===== config.mk =====
export PLATFORM = sky130hd
export DESIGN_NAME = kws_decision_filter
export DESIGN_NICKNAME = d
export VERILOG_FILES = /design/src/rtl/kws_pkg.sv /design/src/rtl/kws_hist_ring.sv /design/src/rtl/kws_decision_filter.sv
export SDC_FILE = /design/constraint.sdc
export NUM_CORES = 1
export LEC_CHECK = 0
export CORE_MARGIN = 10
export CORE_UTILIZATION = 54
export CTS_BUF_LIST = sky130_fd_sc_hd__clkbuf_4 sky130_fd_sc_hd__clkbuf_8 sky130_fd_sc_hd__clkbuf_16
export DETAILED_ROUTE_END_ITERATION = 10
export HOLD_SLACK_MARGIN = 0.12
export PLACE_DENSITY_LB_ADDON = 0.12
export SYNTH_ARGS = -nofsm -noshare
export SYNTH_HDL_FRONTEND = slang
export SYNTH_SLANG_ARGS = --single-unit

===== constraint.sdc =====
create_clock -name clk -period 17.8 [get_ports clk]
set_input_delay 3.56 -clock clk [delete_from_list [all_inputs] [get_ports clk]]
set_output_delay 3.56 -clock clk [all_outputs]
set_load 0.01 [all_outputs]

===== src/rtl/kws_pkg.sv =====
// Shared constants and FSM state type for the keyword-spotting decision filter.
package kws_pkg;
    localparam int KWS_NUM_KEYWORDS = 10;
    localparam int KWS_WINDOW       = 8;
    localparam int KWS_HOLDOFF      = 16;
    localparam int KWS_IDX_W        = $clog2(KWS_NUM_KEYWORDS);
    localparam int KWS_CNT_W        = $clog2(KWS_WINDOW + 1);

    typedef enum logic [1:0] {
        ST_IDLE    = 2'd0,
        ST_REPORT  = 2'd1,
        ST_HOLDOFF = 2'd2
    } kws_state_t;
endpackage


===== src/rtl/kws_hist_ring.sv =====
// Sliding window of keyword vectors with per-keyword running hit counters.
module kws_hist_ring #(
    parameter int NUM_KEYWORDS = 10,
    parameter int WINDOW       = 8,
    parameter int CNT_W        = $clog2(WINDOW + 1)
) (
    input  logic                                 clk,
    input  logic                                 rst_n,
    input  logic                                 clr,
    input  logic                                 push,
    input  logic [NUM_KEYWORDS-1:0]              din,
    output logic [NUM_KEYWORDS-1:0][CNT_W-1:0]   cnt
);
    localparam int PTR_W = $clog2(WINDOW);

    logic [WINDOW-1:0][NUM_KEYWORDS-1:0] hist;
    logic [PTR_W-1:0]                    wptr;
    logic [CNT_W-1:0]                    fill;
    logic                                full;
    logic [NUM_KEYWORDS-1:0]             oldest;

    // Once full, the write pointer sits on the oldest entry, which leaves as the new one enters.
    assign full   = (fill == CNT_W'(WINDOW));
    assign oldest = full ? hist[wptr] : '0;

    always_ff @(posedge clk or negedge rst_n) begin
        if (!rst_n) begin
            hist <= '0;
            wptr <= '0;
            fill <= '0;
        end else if (clr) begin
            hist <= '0;
            wptr <= '0;
            fill <= '0;
        end else if (push) begin
            hist[wptr] <= din;
            wptr       <= (wptr == PTR_W'(WINDOW - 1)) ? '0 : wptr + 1'b1;
            if (!full)
                fill <= fill + 1'b1;
        end
    end

    for (genvar k = 0; k < NUM_KEYWORDS; k++) begin : g_cnt
        logic [CNT_W-1:0] cnt_q;
        always_ff @(posedge clk or negedge rst_n) begin
            if (!rst_n)
                cnt_q <= '0;
            else if (clr)
                cnt_q <= '0;
            else if (push)
                cnt_q <= cnt_q + CNT_W'(din[k]) - CNT_W'(oldest[k]);
        end
        assign cnt[k] = cnt_q;
    end
endmodule


===== src/rtl/kws_decision_filter.sv =====
// Picks the dominant keyword over a sliding frame window, reports it over valid/ready, then holds off.
module kws_decision_filter
    import kws_pkg::*;
#(
    parameter int NUM_KEYWORDS = KWS_NUM_KEYWORDS,
    parameter int WINDOW       = KWS_WINDOW,
    parameter int HOLDOFF      = KWS_HOLDOFF,
    parameter int IDX_W        = $clog2(NUM_KEYWORDS),
    parameter int CNT_W        = $clog2(WINDOW + 1)
) (
    input  logic                    clk,
    input  logic                    rst_n,
    input  logic [NUM_KEYWORDS-1:0] kws_result,
    input  logic                    kws_valid,
    input  logic [CNT_W-1:0]        cfg_thresh,
    output logic                    det_valid,
    output logic [IDX_W-1:0]        det_keyword,
    output logic [CNT_W-1:0]        det_count,
    input  logic                    det_ready,
    output logic                    frame_drop
);
    localparam int HOLD_W    = (HOLDOFF > 1) ? $clog2(HOLDOFF) : 1;
    localparam int HOLD_LAST = (HOLDOFF > 0) ? HOLDOFF - 1 : 0;

    kws_state_t                            state;
    logic                                  eval;
    logic [HOLD_W-1:0]                     hold_cnt;
    logic [NUM_KEYWORDS-1:0][CNT_W-1:0]    cnt;
    logic                                  accept;
    logic                                  detect;
    logic                                  found;
    logic [IDX_W-1:0]                      best_idx;
    logic [CNT_W-1:0]                      best_cnt;

    assign accept     = kws_valid && (state == ST_IDLE);
    assign detect     = eval && (state == ST_IDLE) && found;
    assign frame_drop = kws_valid && (state != ST_IDLE);

    kws_hist_ring #(
        .NUM_KEYWORDS (NUM_KEYWORDS),
        .WINDOW       (WINDOW),
        .CNT_W        (CNT_W)
    ) u_ring (
        .clk   (clk),
        .rst_n (rst_n),
        .clr   (detect),
        .push  (accept),
        .din   (kws_result),
        .cnt   (cnt)
    );

    // Strict '>' keeps the lowest index on equal counts.
    always_comb begin
        found    = 1'b0;
        best_idx = '0;
        best_cnt = '0;
        for (int k = 0; k < NUM_KEYWORDS; k++) begin
            if ((cfg_thresh != '0) && (cnt[k] >= cfg_thresh) && (!found || (cnt[k] > best_cnt))) begin
                found    = 1'b1;
                best_idx = IDX_W'(k);
                best_cnt = cnt[k];
            end
        end
    end

    always_ff @(posedge clk or negedge rst_n) begin
        if (!rst_n) begin
            state       <= ST_IDLE;
            eval        <= 1'b0;
            hold_cnt    <= '0;
            det_valid   <= 1'b0;
            det_keyword <= '0;
            det_count   <= '0;
        end else begin
            eval <= accept;
            case (state)
                ST_IDLE: begin
                    if (detect) begin
                        state       <= ST_REPORT;
                        det_valid   <= 1'b1;
                        det_keyword <= best_idx;
                        det_count   <= best_cnt;
                    end
                end
                ST_REPORT: begin
                    // A frame arriving with the accept is dropped and not charged to holdoff.
                    if (det_ready) begin
                        det_valid <= 1'b0;
                        hold_cnt  <= '0;
                        state     <= (HOLDOFF == 0) ? ST_IDLE : ST_HOLDOFF;
                    end
                end
                ST_HOLDOFF: begin
                    if (kws_valid) begin
                        if (hold_cnt == HOLD_W'(HOLD_LAST)) begin
                            state    <= ST_IDLE;
                            hold_cnt <= '0;
                        end else begin
                            hold_cnt <= hold_cnt + 1'b1;
                        end
                    end
                end
                default: state <= ST_IDLE;
            endcase
        end
    end
endmodule


---- Word level (Yosys, flattened, before mapping) ----
Cells that the tools add are included.
word-level totals
  register bits after elaboration ......... 143
  latch bits .............................. 0
  memory bits (writable) .................. 0
  bits in read-only memories .............. 0
  output and inout port bits .............. 10
  word-level logic and storage cells ...... 208
  memories ................................ 0
operators by class
  add/subtract/negate cells ............... 23
  multiply operators ...................... 0
  div/mod/pow operators ................... 0
  $lt $le $gt $ge ......................... 21
  equal/unequal tests ..................... 10
  shifts and indexed selects .............. 0
  multiplexer cells ....................... 75
  bitwise logic cells ..................... 0
  reduce and logical (&&, ||, !) cells .... 53
operators by type and width
  operator                                            count
  two-way mux 4 bit                                   44
  two-way mux 80 bit                                  2
  bitwise mux 80 bit                                  1
  adder 4 x 1 -> 4 bit                                10
  >= comparator 4 bit                                 10
  subtractor 4 x 1 -> 4 bit                           10
  greater-than comparator 4 bit                       9
  binary-select mux 10 bit (select 3 bit)             1
  demux 10 bit (select 3 bit)                         1
  two-way mux 10 bit                                  3
  logical AND 1 bit                                   24
  two-way mux 1 bit                                   13
  inequality test 2 bit, second input constant        5
  zero test 1 bit                                     9
  logical OR 1 bit                                    9
  two-way mux 3 bit                                   3
  adder 4 x 1 -> 4 bit, second input constant         2
  == test 4 bit, second input constant                2
  two-way mux 2 bit                                   4
  one-hot mux 4 bit (2 select lines)                  1
  nonzero test 2 bit                                  4
  one-hot mux 2 bit (3 select lines)                  1
  AND reduction 3 bit                                 2
  < comparator 3 x 4 -> 1 bit, second input constant  1
  other kinds (10)                                    11

---- Logic depth before layout (Yosys ltp) ----
Gate-level depths: netlist (run 1).
  depth in word-level cells ............... 42
  depth in mapped cells ................... 83
  depth with buffers taken out ............ 81

---- Modules after synthesis ----
Synthesis (run 1) repeated with hierarchy kept, for this count alone.
second synthesis, totals
  cells, all modules ...................... 1183
  area, all modules ....................... 10666.5 um^2
modules (own cells, without submodules)
  module               instances  cells an instance  area each (um^2)
  kws_hist_ring        1          787                7433.4
  kws_decision_filter  1          396                3233.1

---- Worst setup path before layout (run 1) ----
No wires, ideal clock.
  kind .................................... input -> register
  start point ............................. input cfg_thresh[1]
  end point ............................... register det_count[3]
  data arrival time ....................... 16589 ps
  data required time ...................... 17668 ps
  slack ................................... 1079 ps
  cell stages on the path ................. 78
  path buffers ............................ 2
  path through ............................ inv_1 ha_1 a2111o_1 and2_1 buf_2 nand3_1 ha_1 nor2b_1 o211a_1 o21ai_0 a21oi_1 a22o_1 and2_1 ha_1 and4_1 a21oi_1 o21ba_2 a211o_1 (+42 left out) nor2b_1 o21ai_0 nand2b_1 a21oi_1 nor3_1 a21oi_1 mux2_2 ha_1 nor2b_1 o21ai_0 nand2b_1 a21oi_1 a41o_1 o221a_2 and2_1 a22o_1 a21oi_1 o31ai_1
on the way
  longest elaborated chain between the ends .. 41
RTL lines
  item                                                              line                       RTL
  start, declared                                                   kws_decision_filter.sv:15  input logic [CNT_W-1:0] cfg_thresh,
  >= comparator 4 bit or nonzero test 4 bit (tied branches)         kws_decision_filter.sv:58  if ((cfg_thresh != '0) && (cnt[k] >= cfg_thresh) && (!found || (cnt[k] > best_cnt))) begin
  logical AND 1 bit                                                 kws_decision_filter.sv:58
  two-way mux 4 bit or two-way mux 1 bit (tied branches)            kws_decision_filter.sv:58
  greater-than comparator 4 bit or zero test 1 bit (tied branches)  kws_decision_filter.sv:58
  logical OR 1 bit                                                  kws_decision_filter.sv:58
  logical AND 1 bit                                                 kws_decision_filter.sv:58
  two-way mux 4 bit or two-way mux 1 bit (tied branches)            kws_decision_filter.sv:58
  greater-than comparator 4 bit or zero test 1 bit (tied branches)  kws_decision_filter.sv:58
  (+25 left out)                                                    -
  logical AND 1 bit                                                 kws_decision_filter.sv:58
  two-way mux 4 bit or two-way mux 1 bit (tied branches)            kws_decision_filter.sv:58
  greater-than comparator 4 bit or zero test 1 bit (tied branches)  kws_decision_filter.sv:58
  logical OR 1 bit                                                  kws_decision_filter.sv:58
  logical AND 1 bit                                                 kws_decision_filter.sv:58
  two-way mux 1 bit                                                 kws_decision_filter.sv:58
  logical AND 1 bit                                                 kws_decision_filter.sv:36  assign detect = eval && (state == ST_IDLE) && found;
  AND reduction 2 bit (no source line)                              -
  end signal, assigned                                              kws_decision_filter.sv:82  det_count <= best_cnt;
  end, declared                                                     kws_decision_filter.sv:18  output logic [CNT_W-1:0] det_count,
Several ways; a longest one is shown, not always the timed one.
A chain may end at the register's enable or synchronous reset.

---- Final worst setup path (run 1) ----
Ends and elaborated chain as after synthesis.

==> flow_summary.json, run 1 <==
{
  "min_to": "det_keyword[2]",
  "fill_cells": 1576,
  "crit_fanout": 7,
  "synthCells": 1125,
  "num_vias": 8172,
  "drtIter0Drc": 587,
  "postSynth.asyncResetShare_pct": 100.0,
  "wirelength_um": 25640,
  "cts_buffers": 17,
  "firstDrtPassIters": 5,
  "area_growth_syn_to_layout_pct": 12.59,
  "outcome": "complete, no violations",
  "met1_usage_pct": 29.83,
  "hold_violations": 0,
  "port_buffers": 27,
  "initial_utilization_pct": 55.16,
  "die_h_um": 158.5,
  "drv_slew": 0,
  "grt_overflow": 0,
  "crit_family": "compound AO/OA/AOI/OAI gates",
  "drc": 0,
  "fin_hold_ws_ns": 0.4810,
  "dp_slack_ns": -0.5507,
  "antenna_found_initial": 0,
  "grt_max_degree": 90,
  "min_period_over_period_pct": 95.55,
  "cp_num_buf_inv": 3,
  "max-slew-margin-rel_pct": 25.15,
  "tritoncts": "built",
  "layout_commonest_cell": "nor2_1",
  "root_buffer": "clkbuf_16",
  "rrSetupSlack_ns": 3.79,
  "rr_endpoint": "det_count[3]",
  "worstMarginPinSlew_ns": 1.112,
  "crit_required_ns": 18.09,
  "path_clk_slew_ns": 0.07,
  "grt_pass1_vias": 7795,
  "dieArea_mm2": 0.02511,
  "clk_latency_ns": 0.42,
  "yosysWarnings": 0,
  "place_congestion": 0.9757,
  "globalRouteMet3Util_pct": 2.806,
  "fin_crit_ns": 17.01,
  "whs_path_depth": 1,
  "viasPerCell": 5.866,
  "use_met2_pct": 32.53,
  "drv_cap": 0,
  "final_core_util_pct": 62.11,
  "core_mm2": 0.01877,
  "critPathLaunchType": "primary input",
  "routedWlPerCell_um": 18.40,
  "syn_area_mm2": 0.01035,
  "p_leak_nw": 5.959,
  "cts_buffer_depth": 2,
  "multi_input_area_mm2": 0.006431,
  "critical_path_arrival_ns": 17.30,
  "ys_types": 74,
  "yosysSeqAreaShare_pct": 34.57,
  "rows": 50,
  "ctsHoldBuffers": 0,
  "hp-class": "reg -> reg",
  "p_per_area_mw_per_mm2": 121.1,
  "grt-busiest-layer": "met2",
  "worst_slack_ns": 0.7925,
  "nNetsFinal": 1294,
  "fmaxAchievable_ghz": 0.05880,
  "grt_pass1_wl_um": 41700,
  "drive_gt1_share_pct": 10.61,
  "diodes": 0,
  "ir_drop_mv": 0.06969,
  "worstSetupPathType": "in -> reg",
  "fin_worst_skew_ns": 0.008984,
  "dp_hpwl_um": 17600,
  "cp-end-kind": "flip-flop",
  "regArea_mm2": 0.003578,
  "crit_path_max_incr_delay_ns": 0.52,
  "syn_nets": 1273,
  "clkSinkCount": 143,
  "finalSetupViolCount": 0,
  "ios": 28,
  "syn_area_per_cell_um2": 9.202,
  "ys.flop_type": "dfrtp_1",
  "ant_nets": 0,
  "ff2ff_path_depth": 72,
  "h-tree-depth": 4,
  "setup_tns_ns": 0,
  "grtUsageTotal_pct": 20.81,
  "cp_slowest_cell": "clkdlybuf4s50_1",
  "min_from": "det_keyword[2]",
  "layout_common_cells": "158 x nor2_1, 143 x dfrtp_1, 120 x ha_1, 88 x nand2_1, 78 x inv_1",
  "fp.dieW_um": 158.5,
  "synth_seq_cells": 143,
  "totalPowerFinal_w": 0.001411,
  "r2r_start": "u_ring.g_cnt[0].cnt_q[0]",
  "synth-edff-count": 0,
  "crit_top_cell": "ha_1"
}
[per-stage QoR]
step	cell area, um2	std cells
CTS	11450	1385
global route	11660	1393
global placement	10860	1353
floorplan	10350	1125
detailed placement	10860	1353
finish	11660	1393
[how the worst max path moves through the flow]
stage / start / end / slack (ns) / cells after the start
floorplan: cfg_thresh[1] / det_count[3] / 1.08 / 78
global placement: cfg_thresh[0] / det_count[0] / -0.14 / 76
detailed placement: cfg_thresh[0] / det_count[1] / -0.55 / 78
CTS: cfg_thresh[1] / det_count[3] / 0.02 / 78
global route: cfg_thresh[1] / det_count[1] / -0.13 / 79
finish: cfg_thresh[1] / det_count[3] / 0.79 / 72
[layout make-up]
class / instances / area share [%]
tap: 234 / 2.512
inverter: 79 / 2.544
clock inverter: 15 / 1.385
sequential: 143 / 30.70
multi-input combinational: 852 / 55.17
clock buffer: 17 / 3.650
timing repair buffer: 53 / 4.036
[routing by layer]
layer	share of wire (%)	vias up
li1	-	4016
met1	48	3958
met2	47	171
met3	3.7	27
met4	1.4	0
met5	0	-
[repair_timing]
item | 4_1_cts | 5_1_grt
buffers inserted | 0 | 8
endpoints found under the setup margin | 3 | 8
resized for setup | 1 | 39
gates cloned | 0 | 0
pin swaps | 0 | 11
[sequential cells by signal (all words and copies together), names as in the netlist]
register,flops
state,2
hold_cnt,4
u_ring.g_cnt.cnt_q,40
u_ring.hist,80
eval,1
det_valid,1
u_ring.fill,4
det_count,4
u_ring.wptr,3
det_keyword,4
[cell families (layout without fill, tap and decap cells)]
group                      after synthesis  after routing  synth area share (%)
AOI/OAI and AO/OA                      247            247                 15.98
xor gates and xnor gates                33             33                 2.792
adders and majority gates              130            130                 16.44
buffers and inverters                  130            164                 4.834
DFF                                    143            143                 34.57
muxes                                   98             98                 10.60
and+or+nand+nor                        344            344                 14.79
[report_power, final]
part | internal (W) | switching, W
sequential | 0.000371 | 0.0000521
clock | 0.000208 | 0.000149
combinational | 0.000281 | 0.000350
total | 0.000860 | 0.000551
[cell usage after synthesis, types with 5 or more instances]
| cell | instances | area (um2) |
|---|---|---|
| mux2_2 | 13 | 146.4 |
| a21oi_1 | 78 | 390.4 |
| buf_1 | 18 | 67.56 |
| xnor2_1 | 21 | 183.9 |
| clkbuf_1 | 28 | 105.1 |
| and2_1 | 9 | 56.30 |
| o211ai_1 | 10 | 75.07 |
| o31ai_1 | 5 | 37.54 |
| nand2b_1 | 18 | 112.6 |
| dfrtp_1 | 143 | 3578 |
| mux4_2 | 8 | 180.2 |
| mux2i_1 | 77 | 770.7 |
| ha_1 | 120 | 1501 |
| o21ai_0 | 45 | 225.2 |
| inv_1 | 78 | 292.8 |
| a221oi_1 | 5 | 43.79 |
| a31oi_1 | 8 | 50.05 |
| and3_1 | 5 | 31.28 |
| nand3_1 | 17 | 85.08 |
| nand4_1 | 6 | 37.54 |
| fa_1 | 10 | 200.2 |
| nand2_1 | 91 | 341.6 |
| nor2b_1 | 9 | 56.30 |
| nor3_1 | 8 | 40.04 |
| a21o_1 | 24 | 180.2 |
| a22o_1 | 16 | 140.1 |
| nor2_1 | 159 | 596.8 |
| xor2_1 | 12 | 105.1 |
| a22oi_1 | 8 | 60.06 |
(Power assumes the default switching activity.)
==> run 2: changes to the inputs <==
--- a/config.mk
+++ b/config.mk
@@ -5,7 +5,7 @@
 export SDC_FILE = /design/constraint.sdc
 export NUM_CORES = 1
 export LEC_CHECK = 0
-export CORE_MARGIN = 10
+export CORE_MARGIN = 2
 export CORE_UTILIZATION = 54
 export CTS_BUF_LIST = sky130_fd_sc_hd__clkbuf_4 sky130_fd_sc_hd__clkbuf_8 sky130_fd_sc_hd__clkbuf_16
 export DETAILED_ROUTE_END_ITERATION = 10
==> run 2 against run 1 <==
Non-clock buffer count grew 1. Total power shrank 0.62%. Sequential power is essentially flat. Utilization shrank 0.20 points. Combinational power shrank 3%. Clock skew grew 0.010 ns. Critical path depth grew 4. Clock power grew 2%. Critical endpoint unchanged.
==> flow_summary.json, run 2 (synthesis gave the netlist of run 1 again) <==
{
  "drtIter0Drc": 470,
  "crit_fanout": 9,
  "hp-class": "reg -> reg",
  "cp-end-kind": "flip-flop",
  "num_vias": 8232,
  "critPathLaunchType": "primary input",
  "final_area_mm2": 0.01162,
  "layout_commonest_cell": "nor2_1",
  "firstDrtPassIters": 6,
  "die_h_um": 142.5,
  "finalSetupViolCount": 0,
  "min_period_over_period_pct": 94.88,
  "top_regs": "u_ring.hist: 80 flops, u_ring.g_cnt.cnt_q: 40 flops",
  "top_register": "u_ring.hist",
  "routedWlPerCell_um": 18.14,
  "ios": 28,
  "drv_slew": 0,
  "place_congestion": 0.9245,
  "fin_crit_ns": 16.89,
  "fmaxAchievable_ghz": 0.05921,
  "cts_buffer_depth": 2,
  "cp_slowest_cell": "a311oi_2",
  "wirelength_um": 25290,
  "port_buffers": 27,
  "cts_buffers": 17,
  "clk_latency_ns": 0.43,
  "viasPerCell": 5.905,
  "clkSinkCount": 143,
  "grtUsageTotal_pct": 26.45,
  "drive_gt1_share_pct": 10.09,
  "layout_common_cells": "159 x nor2_1, 143 x dfrtp_1, 120 x ha_1, 90 x nand2_1, 78 x inv_1",
  "grt_pass1_wl_um": 42320,
  "placed_cell_area_mm2": 0.01086,
  "antenna_found_initial": 0,
  "grt_overflow": 0,
  "nNetsFinal": 1295,
  "path_clk_slew_ns": 0.06,
  "largest_reg_flops": 80,
  "min_to": "det_keyword[2]",
  "area_growth_syn_to_layout_pct": 12.23,
  "ir_drop_mv": 0.07575,
  "fin_hold_ws_ns": 0.4739,
  "worstSetupPathType": "in -> reg",
  "crit_top_cell": "ha_1",
  "drc": 0,
  "drv_cap": 0,
  "min_from": "det_keyword[2]",
  "root_buffer": "clkbuf_16",
  "p_leak_nw": 5.974,
  "final_core_util_pct": 61.91,
  "fin_worst_skew_ns": 0.01900,
  "critical_path_arrival_ns": 17.18,
  "ctsHoldBuffers": 0,
  "worstMarginPinSlew_ns": 1.218,
  "grt_max_degree": 102,
  "crit_path_max_incr_delay_ns": 0.45,
  "h-tree-depth": 4,
  "rr_endpoint": "det_count[3]",
  "r2r_start": "u_ring.g_cnt[0].cnt_q[0]",
  "fp.dieW_um": 142.5,
  "outcome": "complete, no violations",
  "dp_hpwl_um": 17470,
  "whs_path_depth": 1,
  "diodes": 0,
  "dieArea_mm2": 0.02029,
  "hold_violations": 0,
  "rrSetupSlack_ns": 3.93,
  "ff2ff_path_depth": 76,
  "max-slew-margin-rel_pct": 18.07,
  "rows": 50,
  "initial_utilization_pct": 55.16,
  "core_mm2": 0.01877,
  "p_per_area_mw_per_mm2": 120.7,
  "tritoncts": "built",
  "ant_nets": 0,
  "grt_pass1_vias": 8013,
  "crit_required_ns": 18.09
}
## run 2: layout make-up
type | count | area, um2
inverter | 79 | 296.5
sequential | 143 | 3578
clock inverter | 13 | 147.6
fill | 1632 | 7149
tap | 234 | 292.8
timing repair buffer | 54 | 474.2
multi-input combinational | 852 | 6376
clock buffer | 19 | 452.9
## run 2: power breakdown
| group | leakage, nW | internal, W | switching [W] |
|---|---|---|---|
| sequential | 1.95 | 0.000371 | 0.0000521 |
| clock | 0.296 | 0.000217 | 0.000148 |
| combinational | 3.72 | 0.000275 | 0.000340 |
| total | 5.97 | 0.000862 | 0.000541 |
## run 2: timing repair
| action | 4_1_cts | 5_1_grt |
|---|---|---|
| setup endpoints to repair | 0 | 8 |
| buffers inserted | 0 | 9 |
| gates resized for setup | 0 | 29 |
| hold endpoints to repair | 0 | 0 |
## run 2: worst max path at each step
stage	startpoint	endpoint	slack, ns	cells after the start
3_5_place_dp	cfg_thresh[0]	det_count[0]	-0.38	80
2_1_floorplan	cfg_thresh[1]	det_count[3]	1.08	78
5_1_grt	cfg_thresh[0]	det_count[1]	-0.03	80
6_report	cfg_thresh[0]	det_count[3]	0.91	76
3_3_place_gp	cfg_thresh[0]	det_count[0]	0.05	80
4_1_cts	cfg_thresh[0]	det_count[0]	0.08	81
## run 2: per-stage QoR
step | power, W | setup slack, ns | cells | TNS [ns]
after CTS | 0.001370 | 0.08082 | 1385 | 0
after floorplan | 0.0008528 | 1.079 | 1125 | 0
after global placement | 0.0009862 | 0.04855 | 1353 | 0
after detailed placement | 0.001000 | -0.3789 | 1353 | -1.971
final | 0.001403 | 0.9118 | 1394 | 0
after global routing | 0.001514 | -0.02984 | 1394 | -0.05205
## run 2: critical path: cells and delay by family
kind / cells / cell delay, ns
buf+inv: 5 / 0.96
compound gates: 38 / 6.46
mux: 1 / 0.29
simple gates: 22 / 3.14
fa+ha+maj: 10 / 2.77
## run 2: metal layers
layer / routed length (um) / global-route usage, %
met1: 12170 / 37.96
met5: 0 / 0
met4: 392 / 7.869
met2: 11850 / 42.51
met3: 881 / 2.860
==> patch 1: new RTL, config.mk and constraints of run 2 <==
The 3 states of `kws_state_t` get a one-hot encoding in 3 bits.
--- a/src/rtl/kws_pkg.sv
+++ b/src/rtl/kws_pkg.sv
@@ -6,10 +6,10 @@
     localparam int KWS_IDX_W        = $clog2(KWS_NUM_KEYWORDS);
     localparam int KWS_CNT_W        = $clog2(KWS_WINDOW + 1);
 
-    typedef enum logic [1:0] {
-        ST_IDLE    = 2'd0,
-        ST_REPORT  = 2'd1,
-        ST_HOLDOFF = 2'd2
+    typedef enum logic [2:0] {
+        ST_IDLE    = 3'b001,
+        ST_REPORT  = 3'b010,
+        ST_HOLDOFF = 3'b100
     } kws_state_t;
 endpackage
 
Function: same outputs for any inputs over 4 cycles, from zero or initial values and one cycle with rst_n low; so few cycles prove little.
==> patch 1 against run 2 <==
Routed wire length grew 10%; final area is essentially flat; synthesized cell count up 3.9%; area after synthesis fell by 0.41%; setup slack worse by 1.1 ps; sequential cell count grew 1.
Power is not compared: it rests on default switching activity, and its combinational part moved more than twofold at a synthesized area within 25%.
==> patch 1: results (changes against run 2) <==
| Metric | Value |
|---|---|
| Slowest stage cell, crit path | clkdlybuf4s50_1 |
| CTS H-tree depth | 4 (unchanged) |
| Internal reg-to-reg setup slack | 3970 ps (+40 ps) |
| Inserted Clock Buffers | 17 (unchanged) |
| Wire length of the first global-routing pass | 45100 um (+6.5%) |
| Detail-routed via count per cell | 6.03 (+2.2%) |
| Async set-reset flop share out of synthesis | 100% (unchanged) |
| Routed wire per std cell | 19.4 um (+6.9%) |
| Final Net Count | 1340 (+3.5%) |
| Timing startpoint of the critical path | cfg_thresh[1] |
| Setup slack after placement | -603 ps (-224 ps) |
| Cells after synthesis | 1169 (+3.9%) |
| Post-synthesis cell type count | 71 (-4.1%) |
| Maximum root-to-sink buffer count | 2 (unchanged) |
| Number of standard cells in the final layout excluding fillers | 1438 (+3.2%) |
| Met2 routed WL | 13100 um (+11%) |
| Worst Hold Slack | 481 ps (+6.91 ps) |
| Initial antenna violation count | 0 (unchanged) |
| Largest registers | u_ring.hist: 80 flops, u_ring.g_cnt.cnt_q: 40 flops |
| RePlAce Congestion | 0.966 (+4.5%) |
| Remaining max-slew budget at the tightest pin | 30.0% (+12 points) |
| Buffers added on ports | 27 (unchanged) |
| HPWL after DPL | 19000 um (+8.5%) |
| Data arrival, critical path | 17190 ps (about the same) |
| Worst path max stage delay | 560 ps (+110 ps) |
| Share of cells above drive strength 1 | 9.30% (-0.78 points) |
| Static Leakage | 5.31 nW |
| Sequential fraction of the synthesis area | 35.0% (+0.40 points) |
| Worst Slack Setup Final | 911 ps (-1.07 ps) |
| FF-to-FF path depth | 75 (-1.3%) |
| Global routing usage summed across all routing layers | 28.5% (+2.0 points) |
| Class of the most critical hold timing path | flop to flop |
| Run status | finished, final reports clean |
| DRC violation total after the first TritonRoute iteration | 680 (+45%) |
| Sum of routed wire segments on met1 | 13100 um (+7.5%) |
| Detailed route wirelength on metal3 | 1240 um (+41%) |
| Number of iterations in the first detailed-routing pass | 6 (unchanged) |
| Largest cells by area after synthesis | dfrtp_1, ha_1, a21oi_1 |
| Standard cell area after detailed placement | 10800 um^2 (-0.37%) |
| ANT cells | 0 (unchanged) |
| Maximum number of pins on one net before global-route repair | 77 (-25%) |
| Launch point of the worst hold path | state[2] |
| Reg2Reg Launch Point | u_ring.g_cnt[0].cnt_q[0] |
| Number of global-route vias before repair | 8385 (+4.6%) |
| Crit-path max FO | 8 (-1) |
| List of most frequent post-synthesis cells | nand2_1, dfrtp_1, a21oi_1, ha_1, nor2_1 |
| Synth warn | 0 (unchanged) |
| Largest clock skew in the final design | 14.7 ps (-4.35 ps) |
==> patch 1: cell count changes after synthesis, moves of 4 or more <==
| cell | change |
|---|---|
| and3_1 | +8 |
| a21oi_1 | +57 |
| buf_1 | -5 |
| nand2_1 | +80 |
| buf_2 | +6 |
| nand3_1 | +4 |
| o21ai_0 | -4 |
| nor2_1 | -53 |
| mux2i_1 | -48 |
==> patch 1: worst min-delay path by stage <==
| stage | cells past startpoint | to |
|---|---|---|
| 2_1_floorplan | 1 | state[1] |
| 3_3_place_gp | 1 | state[1] |
| 3_5_place_dp | 1 | state[1] |
| 4_1_cts | 1 | state[1] |
| 5_1_grt | 1 | state[1] |
| 6_report | 1 | state[1] |
==> patch 1: logic make-up after synthesis <==
logic type                 after synthesis  share of synthesized area, %
DFF                                    144                          35.0
adders and majority gates              130                          16.5
AOI/OAI and AO/OA                      300                          18.5
muxes                                   47                          5.66
buffers and inverters                  132                          5.04
and+or+nand+nor                        383                          16.6
xor gates and xnor gates                33                          2.80
==> patch 1: repair_timing <==
item / 4_1_cts / 5_1_grt
hold buffers: 0 / 0
buffers inserted: 0 / 8
gates resized for setup: 2 / 31
pin swaps: 0 / 8
setup endpoints to repair: 5 / 8
==> patch 1: layout make-up <==
class | instances | area (um^2)
clock inverters | 13 | 178
fillers | 1596 | 7100
flip-flops and latches | 144 | 3600
repair buffers | 54 | 474
inverters | 82 | 308
well taps | 234 | 293
clock buffers | 18 | 433
multi-input cells | 893 | 6320
==> patch 1: where the power goes <==
group	internal [mW]	switching, mW	total, mW
logic	0.622	0.823	1.45
registers	0.437	0.117	0.553
clock network	0.225	0.153	0.378
==> patch 1: routing by layer <==
metal	vias up	track usage, %
met5	-	0
li1	4157	-
met3	41	4.10
met4	0	5.74
met1	4252	40.5
met2	227	46.8
==> patch 2: new RTL, config.mk and constraints of run 2 <==
Without the edit above. Set the package constant `KWS_NUM_KEYWORDS` to 12 (it was 10).
--- a/src/rtl/kws_pkg.sv
+++ b/src/rtl/kws_pkg.sv
@@ -1,6 +1,6 @@
 // Shared constants and FSM state type for the keyword-spotting decision filter.
 package kws_pkg;
-    localparam int KWS_NUM_KEYWORDS = 10;
+    localparam int KWS_NUM_KEYWORDS = 12;
     localparam int KWS_WINDOW       = 8;
     localparam int KWS_HOLDOFF      = 16;
     localparam int KWS_IDX_W        = $clog2(KWS_NUM_KEYWORDS);
Interface: changed (resized kws_result); port bits go from 28 to 30. The function was not compared with the original's and may differ.
==> patch 2 against run 2 <==
The run now ends with setup timing left; clock skew down 6.0 ps; final area up 28%; routed wire length up 36%; die area up 17%; setup slack worse by 2400 ps; count of clock-buffer cells in the layout down 1; sequential cell count up 24; area after synthesis up 18%; final cell count up 29%; power up 41%; critical path type unchanged; largest power group unchanged.
==> patch 2: results (changes against run 2) <==
| Metric | Value |
|---|---|
| Largest registers | u_ring.hist: 96 flops, u_ring.g_cnt.cnt_q: 48 flops |
| Slowest stage cell, crit path | a2111o_1 |
| List of most frequent post-synthesis cells | nand2_1, dfrtp_1, a21oi_1, nor2_1, ha_1 |
| GR met3 Demand/Resource | 5.92% (+3.1 points) |
| HPWL after DPL | 22700 um (+30%) |
| Failing checks | setup timing |
| Wire length of the first global-routing pass | 55300 um (+31%) |
| Peak supply drop | 0.0624 mV (-18%) |
| Power Dens Cells | 132 nW/um^2 (+9.7%) |
| Met2 track demand over resource | 46.7% (+4.2 points) |
| Largest cells by area after synthesis | dfrtp_1, ha_1, a21oi_1 |
| Total nets after synthesis | 1570 (+23%) |
| DRC violation total after the first TritonRoute iteration | 965 (+110%) |
| RePlAce Congestion | 0.902 (-2.4%) |
| Share of cells above drive strength 1 | 21.3% (+11 points) |
| Largest clock skew in the final design | 13.0 ps (-5.98 ps) |
| Buffers added on ports | 29 (+7.4%) |
| Transition at the pin with the smallest max-transition slack | 1270 ps (+50.2 ps) |
| Static Leakage | 6.97 nW (+17%) |
| Setup slack after placement | -2170 ps (-1790 ps) |
| Crit-path max FO | 7 (-2) |
| Final Net Count | 1681 (+30%) |
| CTS root buf | clkbuf_16 |
| Number of fill cells in the layout | 1722 (+5.5%) |
| Worst Slack Setup Final | -1480 ps (-2400 ps) |
| Clock transition at the registers of the reported paths | 80 ps (+20 ps) |
| Total wirelength of the detailed-routed design | 34400 um (+36%) |
| Global routing's busiest layer | met2 |
| Number of iterations in the first detailed-routing pass | 6 (unchanged) |
| Sequential fraction of the synthesis area | 34.3% (-0.22 points) |
| Standard cell area after detailed placement | 13600 um^2 (+26%) |
| Number of standard cells in the final layout excluding fillers | 1800 (+29%) |
| Synth warn | 0 (unchanged) |
| Global routing usage on met1 | 40.8% (+2.8 points) |
| Cell class contributing the biggest share of worst-path delay | compound AO/OA/AOI/OAI gates |
| Data arrival, critical path | 19660 ps (+2480 ps) |
| Number of global-route vias before repair | 10509 (+31%) |
| Post-synthesis cell type count | 72 (-2.7%) |
| Maximum number of pins on one net before global-route repair | 107 (+4.9%) |
| Global routing usage summed across all routing layers | 29.4% (+2.9 points) |
| Cells after synthesis | 1396 (+24%) |
| Detail-routed via count per cell | 5.91 (about the same) |
| Top-area cell type share of the netlist area | 34.3% (-0.22 points) |
| Run status | finished with violations |
| Async set-reset flop share out of synthesis | 100% (unchanged) |
| Final Setup Violations | 8 (+8) |
| Final sum of negative setup slack | -10310 ps (-10310 ps) |
-- patch 2: kinds of logic (layout without fill, tap and decap cells) --
family	after synthesis	after routing	share of synthesized area, %
flops	167	167	34.3
mux	71	71	7.34
buf+inv	172	296	5.36
compound gates	327	327	17.0
xor+xnor	39	39	2.81
simple gates	466	466	16.5
fa+ha+maj	154	154	16.6
-- patch 2: final cells by class --
cell class                      instances  area share (%)
Multi-Input combinational cell       1057            53.9
Sequential cell                       167            28.1
Timing Repair Buffer                  165            8.84
Clock buffer                           18            2.95
Inverter                               99            2.55
Tap cell                              280            2.35
Clock inverter                         14            1.34
-- patch 2: power by group --
group	internal, mW	switching, mW
Sequential	0.431	0.0636
Combinational	0.533	0.536
Clock	0.221	0.186
Total	1.18	0.786
-- patch 2: what timing repair did --
item	CTS	global route
setup buffers	24	10
endpoints found under the setup margin	8	8
pin swaps	59	46
hold buffers	0	0
resized for setup	53	42
-- patch 2: layer usage --
layer,vias to the layer above,wire length [um]
met5,-,0
met4,0,682
met3,62,2180
met2,337,16200
met1,5165,15400
li1,5069,-
-- patch 2: path summary, 6_finish.rpt --
kind | depth (start not counted) | slack [ps] | endpoint | startpoint
setup / recovery | 95 | -1480 | det_count[0] | cfg_thresh[0]
hold / removal | 1 | 490 | hold_cnt[3] | hold_cnt[3]
setup reg to reg | 95 | 1030 | det_count[0] | u_ring.g_cnt[0].cnt_q[0]
hold reg to reg | 1 | 490 | hold_cnt[3] | hold_cnt[3]
max in group asynchronous | 2 | 13160 | det_count[2] | rst_n
min in group asynchronous | 1 | 3230 | hold_cnt[1] | rst_n
